==> src/rtl/led_matrix_driver_pkg.sv <==
// Shared constants, command encoding and cell-index helpers for the 3x3 LED matrix driver.
// Cell numbering matches the keypad key code: pos = 3*row + col.
package led_pkg;

  localparam int NUM_ROWS  = 3;
  localparam int NUM_COLS  = 3;
  localparam int NUM_CELLS = 9;
  localparam int POS_W     = 4;

  typedef enum logic [1:0] {
    OP_SET    = 2'b00,
    OP_CLR    = 2'b01,
    OP_TGL    = 2'b10,
    OP_CLRALL = 2'b11
  } wr_op_e;

  typedef logic [NUM_CELLS-1:0] pattern_t;

  function automatic logic [POS_W-1:0] cell_idx(input logic [1:0] r, input logic [1:0] c);
    return POS_W'(r) * POS_W'(NUM_COLS) + POS_W'(c);
  endfunction

  function automatic logic pos_valid(input logic [POS_W-1:0] pos);
    return pos < POS_W'(NUM_CELLS);
  endfunction

endpackage

==> src/rtl/led_matrix_driver_if.sv <==
// Command port between the game logic (master) and the LED matrix driver (slave).
// The slave reports the live lamp pattern and a rejected-command pulse back.
interface led_matrix_driver_if;
  import led_pkg::*;

  logic             wr_en;
  wr_op_e           wr_op;
  logic [POS_W-1:0] wr_pos;
  pattern_t         pattern;
  logic             wr_err;

  modport master (
    output wr_en, wr_op, wr_pos,
    input  pattern, wr_err
  );

  modport slave (
    input  wr_en, wr_op, wr_pos,
    output pattern, wr_err
  );

endinterface

==> src/rtl/led_matrix_driver_scan_timer.sv <==
// Column-slot timebase: prescaler over SCAN_DIV clocks, slot counter 0..2, and a
// one-cycle frame_start pulse in the cycle after the last slot wraps back to 0.
module scan_timer
  import led_pkg::*;
#(
  parameter  int SCAN_DIV = 16666,
  localparam int QW       = $clog2(SCAN_DIV)
) (
  input  logic          clk,
  input  logic          reset,
  output logic [QW-1:0] prescale,
  output logic [1:0]    slot,
  output logic          frame_start
);

  localparam logic [QW-1:0] PRESCALE_LAST = QW'(SCAN_DIV - 1);
  localparam logic [1:0]    SLOT_LAST     = 2'(NUM_COLS - 1);

  logic wrap;

  assign wrap = (prescale == PRESCALE_LAST);

  // NOTE: state registers use non-blocking assignments so every flop samples
  // the pre-edge values, independent of statement order.
  always_ff @(posedge clk or negedge reset) begin
    if (!reset) begin
      prescale    <= '0;
      slot        <= '0;
      frame_start <= 1'b0;
    end else begin
      frame_start <= wrap && (slot == SLOT_LAST);
      if (wrap) begin
        prescale <= '0;
        slot     <= (slot == SLOT_LAST) ? 2'd0 : slot + 2'd1;
      end else begin
        prescale <= prescale + 1'b1;
      end
    end
  end

endmodule

==> src/rtl/led_matrix_driver.sv <==
// 3x3 LED matrix driver: lamp pattern register with set/clear/toggle/clear-all commands,
// column-multiplexed onto active-low columns and active-high rows with blanking and blink.
module led_matrix_driver
  import led_pkg::*;
#(
  parameter int SCAN_DIV     = 16666,
  parameter int BLANK_CYC    = 64,
  parameter int BLINK_FRAMES = 250
) (
  input  logic                clk,
  input  logic                reset,
  led_matrix_driver_if.slave  cmd,
  input  logic                blink_en,
  output logic [NUM_COLS-1:0] column,
  output logic [NUM_ROWS-1:0] row,
  output logic                frame_start
);

  localparam int QW = $clog2(SCAN_DIV);
  localparam int BW = $clog2(BLINK_FRAMES + 1);

  localparam logic [QW-1:0] BLANK_END  = QW'(BLANK_CYC);
  localparam logic [BW-1:0] BLINK_LAST = BW'(BLINK_FRAMES - 1);

  logic [QW-1:0]       prescale;
  logic [1:0]          slot;
  pattern_t            pattern_q;
  pattern_t            pattern_next;
  logic                err_q;
  logic                err_next;
  logic [BW-1:0]       blink_cnt;
  logic                phase;
  logic                blank;
  logic                lamp_on;
  logic [NUM_COLS-1:0] column_next;
  logic [NUM_ROWS-1:0] row_next;

  scan_timer #(
    .SCAN_DIV (SCAN_DIV)
  ) u_scan_timer (
    .clk         (clk),
    .reset       (reset),
    .prescale    (prescale),
    .slot        (slot),
    .frame_start (frame_start)
  );

  assign cmd.pattern = pattern_q;
  assign cmd.wr_err  = err_q;

  // NOTE: every signal written here gets a default first, so no path through
  // the block can leave a value held and infer a latch.
  always_comb begin
    pattern_next = pattern_q;
    err_next     = 1'b0;
    if (cmd.wr_en) begin
      if (cmd.wr_op == OP_CLRALL) begin
        pattern_next = '0;
      end else if (!pos_valid(cmd.wr_pos)) begin
        err_next = 1'b1;
      end else begin
        case (cmd.wr_op)
          OP_SET:  pattern_next[cmd.wr_pos] = 1'b1;
          OP_CLR:  pattern_next[cmd.wr_pos] = 1'b0;
          OP_TGL:  pattern_next[cmd.wr_pos] = ~pattern_q[cmd.wr_pos];
          default: pattern_next = pattern_q;
        endcase
      end
    end
  end

  always_ff @(posedge clk or negedge reset) begin
    if (!reset) begin
      pattern_q <= '0;
      err_q     <= 1'b0;
    end else begin
      pattern_q <= pattern_next;
      err_q     <= err_next;
    end
  end

  // With blink disabled the counter parks at 0 and phase at 1, so re-enabling
  // always gives a full BLINK_FRAMES lit period before the first dark one.
  always_ff @(posedge clk or negedge reset) begin
    if (!reset) begin
      blink_cnt <= '0;
      phase     <= 1'b1;
    end else if (!blink_en) begin
      blink_cnt <= '0;
      phase     <= 1'b1;
    end else if (frame_start) begin
      if (blink_cnt == BLINK_LAST) begin
        blink_cnt <= '0;
        phase     <= ~phase;
      end else begin
        blink_cnt <= blink_cnt + 1'b1;
      end
    end
  end

  always_comb begin
    blank       = (prescale < BLANK_END);
    lamp_on     = phase || !blink_en;
    column_next = blank ? '1 : ~(3'b001 << slot);
    row_next    = '0;
    for (int r = 0; r < NUM_ROWS; r++) begin
      row_next[r] = !blank && pattern_q[cell_idx(2'(r), slot)] && lamp_on;
    end
  end

  // Drive pins straight from flops so the strobes are glitch-free.
  always_ff @(posedge clk or negedge reset) begin
    if (!reset) begin
      column <= '1;
      row    <= '0;
    end else begin
      column <= column_next;
      row    <= row_next;
    end
  end

endmodule
==> src/flat_wrapper.sv <==
// flat-port wrapper written by rule: the top's interface ports become plain ports
module led_matrix_driver_flat import led_pkg::*;
#(
  parameter int SCAN_DIV     = 16666,
  parameter int BLANK_CYC    = 64,
  parameter int BLINK_FRAMES = 250
)
  (clk, reset, blink_en, column, row, frame_start, cmd_wr_en, cmd_wr_op, cmd_wr_pos, cmd_pattern, cmd_wr_err);
  led_matrix_driver_if cmd_i ();
  input  logic clk;
  input  logic reset;
  input  logic blink_en;
  output logic [NUM_COLS-1:0] column;
  output logic [NUM_ROWS-1:0] row;
  output logic frame_start;
  input wire logic [$bits(cmd_i.wr_en)-1:0] cmd_wr_en;
  input wire logic [$bits(cmd_i.wr_op)-1:0] cmd_wr_op;
  input wire logic [$bits(cmd_i.wr_pos)-1:0] cmd_wr_pos;
  output wire logic [$bits(cmd_i.pattern)-1:0] cmd_pattern;
  output wire logic [$bits(cmd_i.wr_err)-1:0] cmd_wr_err;
  assign cmd_i.wr_en = cmd_wr_en;
  assign cmd_i.wr_op = cmd_wr_op;
  assign cmd_i.wr_pos = cmd_wr_pos;
  assign cmd_pattern = cmd_i.pattern;
  assign cmd_wr_err = cmd_i.wr_err;
  led_matrix_driver #(.SCAN_DIV(SCAN_DIV), .BLANK_CYC(BLANK_CYC), .BLINK_FRAMES(BLINK_FRAMES)) u_core (.clk(clk), .reset(reset), .cmd(cmd_i), .blink_en(blink_en), .column(column), .row(row), .frame_start(frame_start));
endmodule
==> config.mk <==
export PLATFORM = sky130hd
export DESIGN_NAME = led_matrix_driver_flat
export DESIGN_NICKNAME = d
export VERILOG_FILES = /design/src/rtl/led_matrix_driver_pkg.sv /design/src/rtl/led_matrix_driver_if.sv /design/src/rtl/led_matrix_driver_scan_timer.sv /design/src/rtl/led_matrix_driver.sv /design/src/flat_wrapper.sv
export SDC_FILE = /design/constraint.sdc
export NUM_CORES = 1
export LEC_CHECK = 0
export ABC_AREA = 1
export ABC_CLOCK_PERIOD_IN_PS = 1750
export BUFFER_PORTS_ARGS = -buffer_cell sky130_fd_sc_hd__clkbuf_2
export CAP_MARGIN = 30
export CORE_MARGIN = 3
export CORE_UTILIZATION = 35
export CTS_CLUSTER_DIAMETER = 50
export DETAILED_ROUTE_END_ITERATION = 10
export PLACE_DENSITY = 0.59
export SYNTH_ARGS = -nofsm -noshare
export SYNTH_HDL_FRONTEND = slang
export SYNTH_SLANG_ARGS = --single-unit
==> constraint.sdc <==
create_clock -name clk -period 1.75 [get_ports clk]
set_input_delay 0.4375 -clock clk [delete_from_list [all_inputs] [get_ports clk]]
set_output_delay 0.4375 -clock clk [all_outputs]
set_load 0.01 [all_outputs]
==> out/results.txt, run 1 <==
Status: finished clean
Leading area contributor after synthesis: dfrtp_1
Kind of critical path: flip-flop to flip-flop
RSZ-0062 raised after global routing: false
Predominant post-synthesis flop cell: dfrtp_1
Post-synth ARST share: 1.00
CTS tree: built
Final Hold Fails: 0
Worst Path Required: 1.94 ns
Endpoints failing setup: 0
WHS: 0.101 ns
Die area: 8500 µm²
Worst-path maximum fanout: 4
Critical path startpoint category: flip-flop
EDFF count, synth: 0
Clk slew on worst S/H paths: 0.08 ns
Initial Utilization: 0.373
Power, Total: 2300 µW
# hold bufs at CTS: 0
Cells after synthesis: 343
Placed Cells: 473
P_leak: 0.00152 µW
Post-Syn Area: 2600 µm²
Nets: 407
Area Overhead vs Synth: 18.3%
Final ANT Viol Nets: 0
Drt first pass iters: 4
Pin count of the biggest net entering global routing: 21
Number of H-tree levels: 2
Critical-path top delay cell: dfrtp_1
Slowest stage delay, CP: 0.39 ns
Wire length after detailed routing: 5.31 mm
Syn Area/Cell: 7.58 µm²
Distinct cells, synth: 33
Antenna fix cells: 0
Hold Path Class: primary input to asynchronous set/reset pin
Clk_skew: 0.00404 ns
# IOs: 27
Warnings from Yosys: 0
Remaining DRCs: 0
CTS buffer count: 5
Drt initial violations: 52
Core Area: 6980 µm²
Setup TNS: 0 ns
F_max: 0.662 GHz
P per Cell Area: 747 nW/µm²
Crit. End Element: flip-flop
Final worst setup slack: 0.240 ns
Clock Sink Count: 43
Vias in the first global route: 2212
Clock root cell: clkbuf_8
Sequential area share after synthesis: 0.416
GRT Total Usage: 0.135
Crit share post-route: 0.863
Minimum clock period after layout: 1.51 ns
Finished Layout Cells: 481
Yosys reg bits: 43
Overflow left after global routing: 0
Max Cap Viol: 0
Final max-slew violation count: 0
Worst slew pin tran: 0.519 ns
DP Worst Slack: 0.0706 ns
Share of layout cells above drive strength 1: 0.164
Post-synth top area share: 0.375
Clock Path Buffers: 2
Initial antenna violation count: 0
Core Rows: 30
Worst-path cell chain: ha_1, nand2_1, inv_1, nand3_2, nor2_4, nand3_2, nor3_2, xor2_1, inv_1
GPL Wtd Cong: 0.868
DR WL/cell: 11.0 µm
Die Height: 92.2 µm
Relative slew slack: 0.654
Syn Nets: 366
PortBufs: 26
Die Wd: 92.2 µm
Largest cells by area after synthesis: dfrtp_1 (38%), nand2_1 (11%), inv_1 (7.2%)
Critical path arrival: 1.70 ns
Peak supply drop: 278 µV
Via count: 2250
HPWL Detailed: 4.19 mm
First-pass GRT wire length: 9.45 mm
Worst-Skew Late Latency: 0.29 ns
Drt via density: 4.68
-- report_power, final --
group	internal (µW)	switching [µW]	leakage, µW
Combinational	113	185	0.000891
Clock	569	356	0.0000644
Sequential	1030	46.8	0.000568
-- flip-flops by register name, indices dropped and copies added, names as in the netlist --
name / count
u_core.u_scan_timer.slot: 2
u_core.blink_cnt: 8
u_core.row: 3
u_core.phase: 1
u_core.u_scan_timer.prescale: 15
u_core.u_scan_timer.frame_start: 1
u_core.column: 3
u_core.cmd.wr_err: 1
u_core.cmd.pattern: 9
-- final timing paths --
| kind | startpoint | endpoint | slack (ns) | cells past startpoint |
|---|---|---|---|---|
| worst min-delay path | reset | u_core.u_scan_timer.prescale[11] | 0.10 | 1 |
| worst min register to register | u_core.u_scan_timer.prescale[14] | u_core.u_scan_timer.prescale[14] | 0.49 | 1 |
| min in group clk | cmd_wr_en | u_core.cmd.wr_err | 0.42 | 3 |
| worst max-delay path | u_core.u_scan_timer.prescale[0] | u_core.u_scan_timer.prescale[12] | 0.24 | 9 |
| worst max register to register | u_core.u_scan_timer.prescale[0] | u_core.u_scan_timer.prescale[12] | 0.24 | 9 |
| max in group asynchronous | reset | u_core.u_scan_timer.prescale[4] | 1.16 | 2 |
-- placed cells by master (no fill, tap or decap), types with 4 or more instances in the layout --
cell type	synthesis	layout
nand2_1	77	77
inv_1	50	50
nor2_1	47	46
dfrtp_1	39	39
o21ai_0	26	26
clkbuf_2	1	26
nand3_1	18	18
a21oi_1	14	14
ha_1	13	13
nor3_1	10	10
buf_4	0	9
xor2_1	8	8
clkbuf_8	0	5
nor4_1	4	4
dfstp_2	4	4
-- stage by stage --
step,area (µm²),util
floorplan,2600,-
finish,3080,0.441
detailed placement,2930,0.420
CTS,3070,0.439
global route,3080,0.441
global placement,2930,0.420
-- synthesized netlist by cell type, types with 2 or more instances --
library cell	number
and3_1	3
o22ai_1	2
nor4_1	4
dfstp_2	4
xor2_1	8
nor3_2	2
a21oi_1	14
nand2_4	2
nand3_2	2
nand2_1	77
nor3_4	2
inv_2	2
nor2_1	47
nor3_1	10
inv_1	50
ha_1	13
nand3_1	18
o21ai_0	26
nand4_1	3
dfrtp_1	39
o211ai_1	3
-- layer usage --
| layer | up-vias | part of all wire | wire length [µm] | global-route usage |
|---|---|---|---|---|
| li1 | 1181 | - | - | - |
| met1 | 1032 | 0.50 | 2660 | 0.176 |
| met2 | 33 | 0.46 | 2420 | 0.223 |
| met3 | 4 | 0.035 | 185 | 0.0263 |
| met4 | 0 | 0.0079 | 42 | 0.0433 |
| met5 | - | 0 | 0 | 0 |
-- cell families (layout without fill, tap and decap cells) --
kind of cell	after synthesis	after routing	synth area share
adder cells (fa/ha/maj)	13	13	0.0625
flip-flops	43	43	0.416
XOR/XNOR	8	8	0.0269
buffers and inverters	56	98	0.0827
AO/OA/AOI/OAI	50	50	0.104
AND/OR/NAND/NOR	173	173	0.308
-- timing repair --
action / CTS / global route
setup buffers: 0 / 0
endpoints found under the setup margin: 0 / 6
gates resized for setup: 0 / 3
-- cell type report --
cell class / count / area [µm²]
clock buffers: 5 / 68.8
clock inverters: 3 / 67.6
fillers: 741 / 3900
inverters: 54 / 205
multi-input cells: 244 / 1320
flip-flops and latches: 43 / 1080
well taps: 96 / 120
repair buffers: 36 / 218
-- worst max-delay path, delay by kind of cell (launching register included) --
family | cells | cell delay (ns)
buf+inv | 2 | 0.15
fa+ha+maj | 1 | 0.18
xor+xnor | 1 | 0.15
simple gates | 5 | 0.53
flops | 1 | 0.39
(Power assumes the default switching activity.)
==> inputs of run 2 (changes only) <==
--- a/config.mk
+++ b/config.mk
@@ -7,7 +7,7 @@
 export LEC_CHECK = 0
 export ABC_AREA = 1
 export ABC_CLOCK_PERIOD_IN_PS = 1750
-export BUFFER_PORTS_ARGS = -buffer_cell sky130_fd_sc_hd__clkbuf_2
+export BUFFER_PORTS_ARGS = -buffer_cell sky130_fd_sc_hd__buf_2
 export CAP_MARGIN = 30
 export CORE_MARGIN = 3
 export CORE_UTILIZATION = 35
==> run 2 against run 1 <==
Effect of this change:
- utilization down 0.59 points
- critical path depth unchanged
- first-iteration DRC count up 42%
- worst setup slack worse by 0.030 ns
- global-route usage up 0.36 points
- count of clock-buffer cells in the layout up 3
- non-clock buffer count up 2
- critical endpoint unchanged
==> out/results.txt, run 2 (synthesized netlist as in run 1, its figures left out) <==
Status: finished clean (unchanged)
P per Cell Area: 678 nW/µm² (was 747 nW/µm²)
GPL Wtd Cong: 0.865 (was 0.868)
HPWL Detailed: 4.21 mm (was 4.19 mm)
Commonest non-fill, non-tap cell in the layout: nand2_1 (unchanged)
Final Hold Fails: 0 (unchanged)
F_max: 0.649 GHz (was 0.662 GHz)
Number of H-tree levels: 2 (unchanged)
CTS buffer count: 5 (unchanged)
Drt initial violations: 74 (was 52)
Drt first pass iters: 4 (unchanged)
Clock root cell: clkbuf_8 (unchanged)
Initial antenna violation count: 0 (unchanged)
Filler instances: 733 (was 741)
Largest register FFs: 15 (unchanged)
Finished Layout Cells: 483 (was 481)
Psw: 557 µW (was 588 µW)
Clk slew on worst S/H paths: 0.08 ns (about the same)
Clock Sink Count: 43 (unchanged)
Core Rows: 30 (unchanged)
Slowest stage delay, CP: 0.39 ns (about the same)
Critical path startpoint category: flip-flop (unchanged)
Endpoints failing setup: 0 (unchanged)
Final ANT Viol Nets: 0 (unchanged)
Worst slew pin tran: 0.387 ns (was 0.519 ns)
DR WL/cell: 11.3 µm (was 11.0 µm)
Reg with most FFs: u_core.u_scan_timer.prescale (unchanged)
Core Area: 6980 µm² (unchanged)
Sequential power share: 0.522 (was 0.468)
# IOs: 27 (unchanged)
Antenna fix cells: 0 (unchanged)
Hold Path Class: primary input to asynchronous set/reset pin (unchanged)
Vias in the first global route: 2245 (was 2212)
Crit. End Element: flip-flop (unchanged)
Peak supply drop: 295 µV (was 278 µV)
Max Cap Viol: 0 (unchanged)
Share of layout cells above drive strength 1: 0.163 (was 0.164)
Critical path arrival: 1.73 ns (was 1.70 ns)
Net Sw Frac: 0.271 (was 0.256)
Final Util: 0.435 (was 0.441)
Kind of critical path: flip-flop to flip-flop (unchanged)
Drt via density: 4.70 (was 4.68)
RSZ-0062 raised after global routing: false (unchanged)
Worst-path cell chain: ha_1, nand2_1, inv_1, nand3_2, nor2_4, nand3_2, nor3_2, xor2_1, inv_1 (unchanged)
Via count: 2268 (was 2250)
Clk_skew: 0.00812 ns (was 0.00404 ns)
Wire length after detailed routing: 5.47 mm (was 5.31 mm)
Overflow left after global routing: 0 (unchanged)
Initial Utilization: 0.373 (unchanged)
P_leak: 0.00152 µW (about the same)
Minimum clock period after layout: 1.54 ns (was 1.51 ns)
Die area: 8500 µm² (unchanged)
Final max-slew violation count: 0 (unchanged)
First-pass GRT wire length: 9.62 mm (was 9.45 mm)
Crit share post-route: 0.880 (was 0.863)
Placed Cells: 475 (was 473)
Worst-Skew Late Latency: 0.30 ns (was 0.29 ns)
Nets: 409 (was 407)
Clock power frac: 0.334 (was 0.403)
Area Overhead vs Synth: 16.7% (was 18.3%)
GRT Total Usage: 0.138 (was 0.135)
Pin count of the biggest net entering global routing: 21 (unchanged)
Commonest cells after routing, fill and taps aside: nand2_1 (77), inv_1 (50), nor2_1 (47) (was nand2_1 (77), inv_1 (50), nor2_1 (46))
Worst Path Required: 1.94 ns (about the same)
Remaining DRCs: 0 (unchanged)
CTS tree: built (unchanged)
P_int: 1500 µW (was 1710 µW)
Die Wd: 92.2 µm (unchanged)
Setup TNS: 0 ns (unchanged)
PortBufs: 26 (unchanged)
Die Height: 92.2 µm (unchanged)
Comb power frac: 0.144 (was 0.130)
Relative slew slack: 0.739 (was 0.654)
Critical-path top delay cell: dfrtp_1 (unchanged)
Clock Path Buffers: 2 (unchanged)
Post-CTS Setup Bufs: 0 (unchanged)
Worst-path maximum fanout: 4 (unchanged)
-- run 2: cell types whose count changed in the layout (fill, tap and decap cells not counted), sizes merged --
cell / previous run / this run
buf: 10 / 38
clkbuf: 31 / 8
bufinv: 2 / 0
clkinvlp: 1 / 0
-- run 2: path summary, 6_finish.rpt --
kind,depth (start not counted),slack (ns),to,start
max,9,0.21,u_core.u_scan_timer.prescale[12],u_core.u_scan_timer.prescale[0]
min,1,0.05,u_core.blink_cnt[1],reset
max reg2reg,9,0.21,u_core.u_scan_timer.prescale[12],u_core.u_scan_timer.prescale[0]
min reg2reg,1,0.49,u_core.u_scan_timer.prescale[0],u_core.u_scan_timer.prescale[0]
max in group asynchronous,2,1.11,u_core.cmd.pattern[4],reset
min in group clk,3,0.44,u_core.cmd.wr_err,cmd_wr_en
-- run 2: worst max-delay path: cells and delay by family (launching register included) --
| family | cells | cell delay, ns |
|---|---|---|
| xor+xnor | 1 | 0.15 |
| buf+inv | 2 | 0.16 |
| fa+ha+maj | 1 | 0.18 |
| flops | 1 | 0.39 |
| simple gates | 5 | 0.57 |
-- run 2: power by group through the flow --
stage / clock [µW] / combinational (µW) / sequential [µW]
after floorplan: 0 / 171 / 1090
after global placement: 0 / 298 / 1090
after detailed placement: 0 / 300 / 1090
after CTS: 718 / 301 / 1070
after global routing: 745 / 345 / 1080
final: 688 / 297 / 1070
-- run 2: through the flow --
| step | instance area, µm² | total power (µW) | hold slack (ns) | setup slack [ns] |
|---|---|---|---|---|
| CTS | 3030 | 2090 | 0.0551 | 0.183 |
| global placement | 2930 | 1390 | 0.384 | 0.123 |
| detailed placement | 2930 | 1390 | 0.383 | 0.0919 |
| finish | 3040 | 2060 | 0.0457 | 0.210 |
| global route | 3040 | 2170 | 0.0742 | 0.0185 |
| floorplan | 2600 | 1260 | 0.142 | 0.180 |
-- run 2: what timing repair did --
item,CTS,global route
gates resized for setup,0,1
hold buffers,0,0
setup endpoints to repair,0,1
-- run 2: per-layer routing --
layer	vias to the layer above	GRT usage	share of wire
li1	1184	-	-
met1	1030	0.168	0.48
met2	48	0.235	0.46
met3	6	0.0336	0.040
met4	0	0.0545	0.011
met5	-	0	0
-- run 2: area by class of cell --
type | instances | area [µm²] | share of cell area
inverter | 54 | 205 | 0.0676
timing repair buffer | 38 | 220 | 0.0725
clock buffer | 8 | 100 | 0.0330
sequential | 43 | 1080 | 0.356
tap | 96 | 120 | 0.0396
multi-input combinational | 244 | 1310 | 0.431
==> inputs of run 3 (changes only) <==
--- a/config.mk
+++ b/config.mk
@@ -6,7 +6,7 @@
 export NUM_CORES = 1
 export LEC_CHECK = 0
 export ABC_AREA = 1
-export ABC_CLOCK_PERIOD_IN_PS = 1750
+export ABC_CLOCK_PERIOD_IN_PS = 1650
 export BUFFER_PORTS_ARGS = -buffer_cell sky130_fd_sc_hd__buf_2
 export CAP_MARGIN = 30
 export CORE_MARGIN = 3
==> constraint.sdc (replaced) <==
create_clock -name clk -period 1.65 [get_ports clk]
set_input_delay 0.4125 -clock clk [delete_from_list [all_inputs] [get_ports clk]]
set_output_delay 0.4125 -clock clk [all_outputs]
set_load 0.01 [all_outputs]
==> run 3 against run 2 <==
Effect of this change:
- sequential power is 6% higher
- critical path type unchanged
- clock skew is 0.0035 ns higher
- global-route usage is 0.10 points higher
- sequential share of layout area is 1.2 points lower
- worst setup slack worse by 0.082 ns
- fmax is 1.2% higher
- routed wire length hardly changed
- clock power is 19% higher
==> out/results.txt, run 3 (synthesized netlist as in run 1, its figures left out) <==
Status: finished clean (unchanged)
Overflow left after global routing: 0 (unchanged)
Final Hold Fails: 0 (unchanged)
Clk slew on worst S/H paths: 0.09 ns (was 0.08 ns)
DR WL/cell: 11.1 µm (was 11.3 µm)
Final max-slew violation count: 0 (unchanged)
Via count: 2336 (was 2268)
Critical path arrival: 1.71 ns (was 1.73 ns)
P per Cell Area: 731 nW/µm² (was 678 nW/µm²)
Reg with most FFs: u_core.u_scan_timer.prescale (unchanged)
Clock root cell: clkbuf_8 (unchanged)
Filler instances: 725 (was 733)
# hold bufs at CTS: 0 (unchanged)
Die area: 8500 µm² (unchanged)
Largest register FFs: 15 (unchanged)
Remaining DRCs: 0 (unchanged)
Clock Path Buffers: 2 (unchanged)
PortBufs: 26 (unchanged)
Worst-path cell chain: ha_1, nand2_1, inv_2, nand3_2, nor2_4, nand3_4, nor3_2, xor2_1, inv_1 (was ha_1, nand2_1, inv_1, nand3_2, nor2_4, nand3_2, nor3_2, xor2_1, inv_1)
F_max: 0.657 GHz (was 0.649 GHz)
Pin count of the biggest net entering global routing: 20 (was 21)
P_leak: 0.00158 µW (was 0.00152 µW)
FF-to-FF setup slack: 0.13 ns (was 0.21 ns)
Core Rows: 30 (unchanged)
Core Area: 6980 µm² (unchanged)
Critical Path Start: u_core.u_scan_timer.prescale[0] (unchanged)
Critical path startpoint category: flip-flop (unchanged)
RSZ-0062 raised after global routing: false (unchanged)
Initial Utilization: 0.373 (unchanged)
Hold Path Class: primary input to asynchronous set/reset pin (unchanged)
Net Sw Frac: 0.269 (was 0.271)
Minimum clock period after layout: 1.52 ns (was 1.54 ns)
Die Height: 92.2 µm (unchanged)
Drt initial violations: 55 (was 74)
Worst-path maximum fanout: 4 (unchanged)
Antenna fix cells: 0 (unchanged)
Final ANT Viol Nets: 0 (unchanged)
Number of H-tree levels: 2 (unchanged)
RR Startpoint: u_core.u_scan_timer.prescale[0] (unchanged)
Crit. End Element: flip-flop (unchanged)
Setup TNS: 0 ns (unchanged)
Worst Setup EP: u_core.u_scan_timer.prescale[12] (unchanged)
Wire length after detailed routing: 5.46 mm (was 5.47 mm)
Commonest cells after routing, fill and taps aside: nand2_1 (77), inv_1 (49), nor2_1 (45) (was nand2_1 (77), inv_1 (50), nor2_1 (47))
HPWL Detailed: 4.35 mm (was 4.21 mm)
Relative slew slack: 0.725 (was 0.739)
CTS tree: built (unchanged)
First-pass GRT wire length: 9.68 mm (was 9.62 mm)
Sequential power share: 0.491 (was 0.522)
Area Overhead vs Synth: 20.8% (was 16.7%)
Worst slew pin tran: 0.413 ns (was 0.387 ns)
CTS buffer count: 5 (unchanged)
Comb power frac: 0.153 (was 0.144)
Clock Sink Count: 43 (unchanged)
Share of layout cells above drive strength 1: 0.196 (was 0.163)
Drt first pass iters: 4 (unchanged)
FF+latch area: 1080 µm² (unchanged)
Power, Total: 2300 µW (was 2060 µW)
Vias in the first global route: 2202 (was 2245)
Kind of critical path: flip-flop to flip-flop (unchanged)
P_int: 1680 µW (was 1500 µW)
Drt via density: 4.74 (was 4.70)
Clk_skew: 0.0116 ns (was 0.00812 ns)
Multi-input logic area: 1330 µm² (was 1310 µm²)
Crit share post-route: 0.923 (was 0.880)
Slowest stage delay, CP: 0.41 ns (was 0.39 ns)
GPL Wtd Cong: 0.857 (was 0.865)
# IOs: 27 (unchanged)
Clock power frac: 0.356 (was 0.334)
Peak supply drop: 384 µV (was 295 µV)
R2R Path End: u_core.u_scan_timer.prescale[12] (unchanged)
Worst-Skew Late Latency: 0.30 ns (about the same)
GRT Total Usage: 0.139 (was 0.138)
Max Cap Viol: 0 (unchanged)
Endpoints failing setup: 0 (unchanged)
Commonest non-fill, non-tap cell in the layout: nand2_1 (unchanged)
Critical-path top delay cell: dfrtp_1 (unchanged)
Nets: 419 (was 409)
Initial antenna violation count: 0 (unchanged)
Worst Path Required: 1.84 ns (was 1.94 ns)
Psw: 618 µW (was 557 µW)
R2R cell count: 9 (unchanged)
Die Wd: 92.2 µm (unchanged)
-- run 3: cell count changes in the layout (fill, tap and decap cells not counted), sizes merged --
cell / previous run / this run
buf: 38 / 48
bufinv: 0 / 1
clkinv: 1 / 3
clkbuf: 8 / 5
-- run 3: stage by stage --
step                std cells  worst slack [ns]  area (µm²)   util  hold WS, ns
floorplan                 343            0.0796        2600      -        0.117
global placement          484            0.0721        3000  0.430        0.367
detailed placement        484            0.0210        3000  0.430        0.369
CTS                       492            0.0699        3110  0.446       0.0416
global route              493           0.00174        3140  0.450       0.0655
finish                    493             0.128        3140  0.450       0.0369
-- run 3: layout make-up --
class,instances,share of cell area
multi-input combinational,244,0.423
sequential,43,0.344
clock buffer,5,0.0219
inverter,54,0.0653
tap,96,0.0382
clock inverter,3,0.0139
timing repair buffer,48,0.0940
-- run 3: repair_timing --
action,in CTS,in global routing
resized for setup,0,6
endpoints found under the setup margin,0,9
setup buffers,0,1
-- run 3: power by group through the flow --
stage,clock [µW],sequential (µW),combinational [µW]
2_1_floorplan,0,1160,181
3_3_place_gp,0,1150,350
3_5_place_dp,0,1150,353
4_1_cts,847,1130,354
5_1_grt,902,1140,403
6_report,818,1130,351
-- run 3: worst min-delay path by stage --
stage,slack [ns],cells after the start,end
finish,0.04,1,u_core.blink_cnt[6]
global route,0.07,1,u_core.u_scan_timer.frame_start
CTS,0.04,1,u_core.blink_cnt[1]
detailed placement,0.37,1,u_core.u_scan_timer.prescale[11]
global placement,0.37,1,u_core.u_scan_timer.prescale[11]
floorplan,0.12,0,u_core.blink_cnt[0]
-- run 3: routing by layer --
layer  part of all wire  up-vias  GRT usage  wire length (µm)
met2               0.47       38      0.234              2550
li1                   -     1209          -                 -
met5                  0        -          0                 0
met1               0.48     1082      0.175              2620
met4              0.011        0     0.0470                60
met3              0.042        7     0.0336               230
-- run 3: worst max-delay path: cells and delay by family, from the launching register on --
kind	cells	cell delay [ns]
and+or+nand+nor	5	0.55
DFF	1	0.41
adders and majority gates	1	0.19
xor gates and xnor gates	1	0.15
buffers and inverters	2	0.13
